### config.mk
export PLATFORM = sky130hd
export DESIGN_NAME = spi_frame_tx
export DESIGN_NICKNAME = d
export VERILOG_FILES = /design/src/rtl/spi_frame_tx.sv
export SDC_FILE = /design/constraint.sdc
export NUM_CORES = 1
export LEC_CHECK = 0
export CORE_MARGIN = 1
export CORE_UTILIZATION = 53
export CTS_CLUSTER_DIAMETER = 50
export CTS_CLUSTER_SIZE = 30
export DETAILED_ROUTE_END_ITERATION = 10
export MAX_ROUTING_LAYER = met4
export PLACE_DENSITY_LB_ADDON = 0.05
export SKIP_LAST_GASP = 1
export SLEW_MARGIN = 20
export SYNTH_ARGS = -nofsm -noshare
export SYNTH_HDL_FRONTEND = slang
export SYNTH_SLANG_ARGS = --single-unit
### constraint.sdc
create_clock -name clk -period 4.1 [get_ports clk]
set_clock_uncertainty 0.2 [all_clocks]
set_input_delay 0.615 -clock clk [delete_from_list [all_inputs] [get_ports clk]]
set_output_delay 0.615 -clock clk [all_outputs]
set_load 0.05 [all_outputs]
### src/rtl/spi_frame_tx.sv
// -----------------------------------------------------------------------------
// spi_frame_tx
// SPI responder-side frame transmitter. Shifts a FRAME_BITS-wide frame onto
// MISO, MSB first, one bit per clk while the controller holds SS low. Frames
// arrive through a valid/ready handshake into a one-deep holding register. If
// no new frame is pending when SS falls, the previous frame is sent again and
// UNDERRUN pulses.
//
// Optional build macro:
//   SPI_FRAME_TX_SS_SYNC_EN - pass SS through a 2-flop synchronizer (reset
//                             high) before edge detection. Every SS-related
//                             event then occurs two cycles later.
//
// Ports:
//   clk        in   system clock, rising edge
//   rst        in   asynchronous active-high reset
//   SS         in   slave select, active low
//   DIN        in   frame to transmit (FRAME_BITS)
//   DIN_VALID  in   DIN valid
//   DIN_READY  out  holding register empty
//   MISO       out  serial data, IDLE_LEVEL outside SHIFT
//   BUSY       out  high while shifting a frame
//   FRAME_DONE out  1-cycle pulse after the last bit of a frame
//   UNDERRUN   out  1-cycle pulse when a frame starts with no new data
//   ABORT      out  1-cycle pulse when SS rises mid-frame
// -----------------------------------------------------------------------------
module spi_frame_tx #(
    parameter int   FRAME_BITS = 40,
    parameter logic IDLE_LEVEL = 1'b0
) (
    input  logic                  clk,
    input  logic                  rst,
    input  logic                  SS,
    input  logic [FRAME_BITS-1:0] DIN,
    input  logic                  DIN_VALID,
    output logic                  DIN_READY,
    output logic                  MISO,
    output logic                  BUSY,
    output logic                  FRAME_DONE,
    output logic                  UNDERRUN,
    output logic                  ABORT
);

    localparam int CNT_W = $clog2(FRAME_BITS) + 1;
    localparam logic [CNT_W-1:0] LAST_CNT = CNT_W'(FRAME_BITS - 1);

    typedef enum logic [1:0] {
        ST_IDLE  = 2'd0,
        ST_SHIFT = 2'd1,
        ST_WAIT  = 2'd2
    } state_t;

    state_t                  state_q,     state_d;
    logic [FRAME_BITS-1:0]   shift_q,     shift_d;
    logic [FRAME_BITS-1:0]   last_q,      last_d;
    logic [FRAME_BITS-1:0]   hold_q,      hold_d;
    logic                    hold_full_q, hold_full_d;
    logic [CNT_W-1:0]        cnt_q,       cnt_d;
    logic                    done_q,      done_d;
    logic                    underrun_q,  underrun_d;
    logic                    abort_q,     abort_d;
    logic                    ss_q;
    logic                    armed_q;

    logic ss_s;
    logic fall_s;
    logic start_s;
    logic consume_s;
    logic accept_s;

`ifdef SPI_FRAME_TX_SS_SYNC_EN
    logic ss_meta_q;
    logic ss_sync_q;

    // Two-flop synchronizer for an SS coming from another clock domain or a pin.
    always_ff @(posedge clk or posedge rst) begin
        if (rst) begin
            ss_meta_q <= 1'b1;
            ss_sync_q <= 1'b1;
        end else begin
            ss_meta_q <= SS;
            ss_sync_q <= ss_meta_q;
        end
    end

    assign ss_s = ss_sync_q;
`else
    assign ss_s = SS;
`endif

    // ss_q resets high, so on its own a SS held low through reset would look
    // like a fresh falling edge. armed_q only lets an edge count once SS has
    // been seen high since reset.
    assign fall_s    = armed_q && ss_q && !ss_s;
    assign start_s   = (state_q == ST_IDLE) && fall_s;
    assign consume_s = start_s && hold_full_q;
    // The holding register frees up in the consume cycle, so a word offered in
    // that same cycle is taken even though DIN_READY is still low.
    assign accept_s  = DIN_VALID && (!hold_full_q || consume_s);

    // Next-state logic for the frame FSM, holding register and pulse outputs.
    always_comb begin
        state_d     = state_q;
        shift_d     = shift_q;
        last_d      = last_q;
        hold_d      = hold_q;
        hold_full_d = hold_full_q;
        cnt_d       = cnt_q;
        done_d      = 1'b0;
        underrun_d  = 1'b0;
        abort_d     = 1'b0;

        if (accept_s) begin
            hold_d      = DIN;
            hold_full_d = 1'b1;
        end else if (consume_s) begin
            hold_full_d = 1'b0;
        end else begin
            hold_full_d = hold_full_q;
        end

        case (state_q)
            ST_IDLE: begin
                if (start_s) begin
                    shift_d    = hold_full_q ? hold_q : last_q;
                    last_d     = hold_full_q ? hold_q : last_q;
                    cnt_d      = '0;
                    underrun_d = !hold_full_q;
                    state_d    = ST_SHIFT;
                end else begin
                    state_d = ST_IDLE;
                end
            end
            ST_SHIFT: begin
                if (ss_s) begin
                    // Controller deselected mid-frame: drop the partial frame.
                    state_d = ST_IDLE;
                    abort_d = 1'b1;
                end else begin
                    shift_d = {shift_q[FRAME_BITS-2:0], 1'b0};
                    cnt_d   = cnt_q + CNT_W'(1'b1);
                    if (cnt_q == LAST_CNT) begin
                        state_d = ST_WAIT;
                        done_d  = 1'b1;
                    end else begin
                        state_d = ST_SHIFT;
                    end
                end
            end
            ST_WAIT: begin
                // No re-trigger until SS has been released.
                if (ss_s) begin
                    state_d = ST_IDLE;
                end else begin
                    state_d = ST_WAIT;
                end
            end
            default: begin
                state_d = ST_IDLE;
            end
        endcase
    end

    // State, data and pulse registers.
    always_ff @(posedge clk or posedge rst) begin
        if (rst) begin
            state_q     <= ST_IDLE;
            shift_q     <= '0;
            last_q      <= '0;
            hold_q      <= '0;
            hold_full_q <= 1'b0;
            cnt_q       <= '0;
            done_q      <= 1'b0;
            underrun_q  <= 1'b0;
            abort_q     <= 1'b0;
            ss_q        <= 1'b1;
            armed_q     <= 1'b0;
        end else begin
            state_q     <= state_d;
            shift_q     <= shift_d;
            last_q      <= last_d;
            hold_q      <= hold_d;
            hold_full_q <= hold_full_d;
            cnt_q       <= cnt_d;
            done_q      <= done_d;
            underrun_q  <= underrun_d;
            abort_q     <= abort_d;
            ss_q        <= ss_s;
            armed_q     <= armed_q | ss_s;
        end
    end

    assign DIN_READY  = !hold_full_q;
    assign BUSY       = (state_q == ST_SHIFT);
    assign MISO       = (state_q == ST_SHIFT) ? shift_q[FRAME_BITS-1] : IDLE_LEVEL;
    assign FRAME_DONE = done_q;
    assign UNDERRUN   = underrun_q;
    assign ABORT      = abort_q;

endmodule
==> impl_metrics.py <==
metrics = {
    "worst_setup_path": {
        "endpoint": "MISO",
        "cp_max_fo": 8,
        "critical_path_class": "register to output port",
        "required_ns": 3.28,
        "r2r_start": "hold_full_q",
        "cp-start-kind": "register",
        "critPathCaptureType": "output port",
        "crit_start": "state_q[1]",
        "r2r_setup_slack_ns": 1.59,
        "ff2ff_path_depth": 4,
        "r2r_end": "shift_q[29]",
        "worst_ep_arrival_time_ns": 2.27,
    },
    "power": {
        "power.share.combinational": 0.221,
        "swShare": 0.2818,
        "power.density_mw_per_mm2": 538.6,
        "p_leak_uw": 0.003711,
        "switchingPower_uw": 1231,
        "intPower_uw": 3138,
        "p_seq_frac": 0.448,
        "clkPwrFrac": 0.331,
        "ir_worst_vdd_mv": 0.3111,
    },
    "clock_tree": {
        "clock_latency_ns": 0.41,
        "clock-sinks": 135,
        "cts_hold_buf": 0,
        "root_buffer": "clkbuf_16",
        "clockBufferDepth": 2,
        "cts_resized": 0,
        "cts_made_buffers": 17,
        "cts_setup_buffers": 0,
        "clkTransAtPathRegs_ns": 0.05,
        "cts_tree": "done",
        "htreeDepth": 4,
    },
    "placed_design": {
        "port_buffers": 49,
        "place_area_mm2": 0.007527,
        "gp_congestion": 0.8140,
        "dp_hpwl_um": 8276,
    },
    "synth": {
        "ys_seq_elements": 135,
        "synth_edf_count": 0,
        "yosysMostFrequentCell": "dfrtp_1",
        "synthCells": 638,
        "async_reset_ff_frac": 1.000,
        "ys_seq_area_frac": 0.4810,
        "synth.avg_cell_area_um2": 11.01,
        "synth_top_area_frac": 0.4773,
        "synth_nets": 683,
        "syn-cell-area_mm2": 0.007025,
        "yosys-top-cells-count": "dfrtp_1 (134), mux2i_1 (78), o21ai_0 (76)",
        "ys.flop_type": "dfrtp_1",
        "yosysWarnings": 0,
        "synth_area_leaders": "dfrtp_1 (48%), mux2i_1 (11%), o211ai_2 (7.1%)",
        "yosysUniqueCellTypes": 37,
        "synth_area_leader_cell": "dfrtp_1",
    },
    "sta": {
        "finalSetupViolCount": 0,
        "slew_headroom": 0.3777,
        "period_minus_slack_ns": 3.090,
        "hold_ws_ns": 0.2880,
        "slew_violations": 0,
        "hold_viol_final": 0,
        "rsz0062_at_grt": "false",
        "finalSetupTns_ns": 0,
        "worst_pin_slew_ns": 0.9334,
        "fmax_mhz": 323.6,
        "fin_crit_sh": 0.7536,
    },
    "grt": {
        "globalRouteTotalUtil": 0.2381,
        "gr-total-overflow": 0,
        "grt_max_degree": 89,
        "antenna_found_initial": 0,
        "grt_pass1_wl_um": 24030,
        "first_global_vias": 4866,
    },
    "die": {
        "rows": 41,
        "core_area_mm2": 0.01277,
        "die_w_um": 117.1,
        "pin_count": 50,
        "dieArea_mm2": 0.01372,
        "die_h_um": 117.1,
        "initial_core_util": 0.5500,
    },
    "detailed_routing": {
        "wl_per_cell_um": 16.81,
        "dr_total_vias": 4807,
        "wl_um": 14240,
        "first_pass_iters": 4,
        "first_iter_violations": 256,
        "route.detailed.drc": 0,
        "antenna_left": 0,
        "viasPerCell": 5.675,
    },
    "layout": {
        "final_cell_area_mm2": 0.008113,
        "drive_above_1_share": 0.1896,
        "fin_nets": 708,
        "diodes": 0,
        "area_growth_pct": 15.48,
    },
    "worst_hold_path": {
        "min_delay_path_depth": 1,
        "hp-class": "register to register",
    },
    "job": {
        "drv_cap": 0,
    },
    "run_status": {
        "status": "finished, final reports clean",
    },
}
[cells in the final DEF (no fill, tap or decap), types with 2 or more instances in the layout]
cell type          n
mux2_2            38
mux2i_1           78
nand3_1            2
nand3b_1           2
a21oi_1            8
nand2b_1          41
nand4_1            2
clkbuf_8           6
o21ai_0           76
clkbuf_1           6
o211ai_2          40
dfrtp_1          132
o21ai_1            7
nor2_1             3
buf_12             3
inv_1             41
mux2_1             2
or2_2              3
nor3_1             2
or3_1              5
clkbuf_16         17
clkdlybuf4s50_1   48
nand2_1           42
buf_4              9
o211ai_1          40
[critical path, stage by stage (launching register included)]
cell and delay (ns):
dfrtp_1 0.49, nand2b_2 0.24, inv_1 0.16, and2_1 0.18, clkdlybuf4s50_1 0.80
[per-layer routing]
metal / vias up / global-route usage / wire (µm)
li1: 2304 / - / -
met1: 2418 / 0.2991 / 6721
met2: 74 / 0.3826 / 6965
met3: 11 / 0.05767 / 412
met4: 0 / 0.07257 / 138
met5: - / - / 0
[power groups by stage]
stage	Sequential (µW)	Combinational [µW]	Clock, µW
2_1_floorplan	1900	806	0
3_3_place_gp	1960	926	0
3_5_place_dp	1970	971	0
4_1_cts	1960	980	1480
5_1_grt	2010	1090	1530
6_report	1960	965	1450
[layout make-up]
class | count | area (µm²)
Multi-Input combinational cell | 406 | 3173
Timing Repair Buffer | 61 | 613.1
Tap cell | 172 | 215.2
Clock inverter | 2 | 35.03
Inverter | 42 | 161.4
Fill cell | 1029 | 4661
Sequential cell | 135 | 3385
Clock buffer | 29 | 530.5
[cell families (layout without fill, tap and decap cells)]
group                      after synthesis  count (layout)  share of synthesized area
muxes                                  118             118                     0.1752
and+or+nand+nor                        111             111                    0.08673
DFF                                    135             135                     0.4810
buffers and inverters                   97             134                    0.06999
AOI/OAI and AO/OA                      175             175                     0.1840
adders and majority gates                1               1                   0.001781
xor gates and xnor gates                 1               1                   0.001247
[registers in the layout, summed over array words and instances (netlist names)]
| register | cells |
|---|---|
| hold_q | 40 |
| last_q | 40 |
| shift_q | 40 |
| cnt_q | 7 |
| state_q | 2 |
| ABORT | 1 |
| FRAME_DONE | 1 |
| UNDERRUN | 1 |
| armed_q | 1 |
| hold_full_q | 1 |
| ss_q | 1 |
[metrics by stage]
step                utilization  total power, µW  setup WS, ns  instances
floorplan                     -             2702         1.607        638
global placement         0.5893             2882         1.279        815
detailed placement       0.5893             2946         1.228        815
CTS                      0.6336             4421        0.9818        846
global route             0.6351             4627        0.8969        847
finish                   0.6351             4369         1.010        847
[how the worst min path moves through the flow]
stage                     start           to  slack, ns
floorplan            shift_q[2]   shift_q[2]       0.26
global placement     shift_q[2]   shift_q[2]       0.27
detailed placement  shift_q[37]  shift_q[37]       0.28
CTS                 shift_q[37]  shift_q[37]       0.29
global route        shift_q[37]  shift_q[37]       0.30
finish              shift_q[37]  shift_q[37]       0.29
Power figures use the tool's default switching activity.
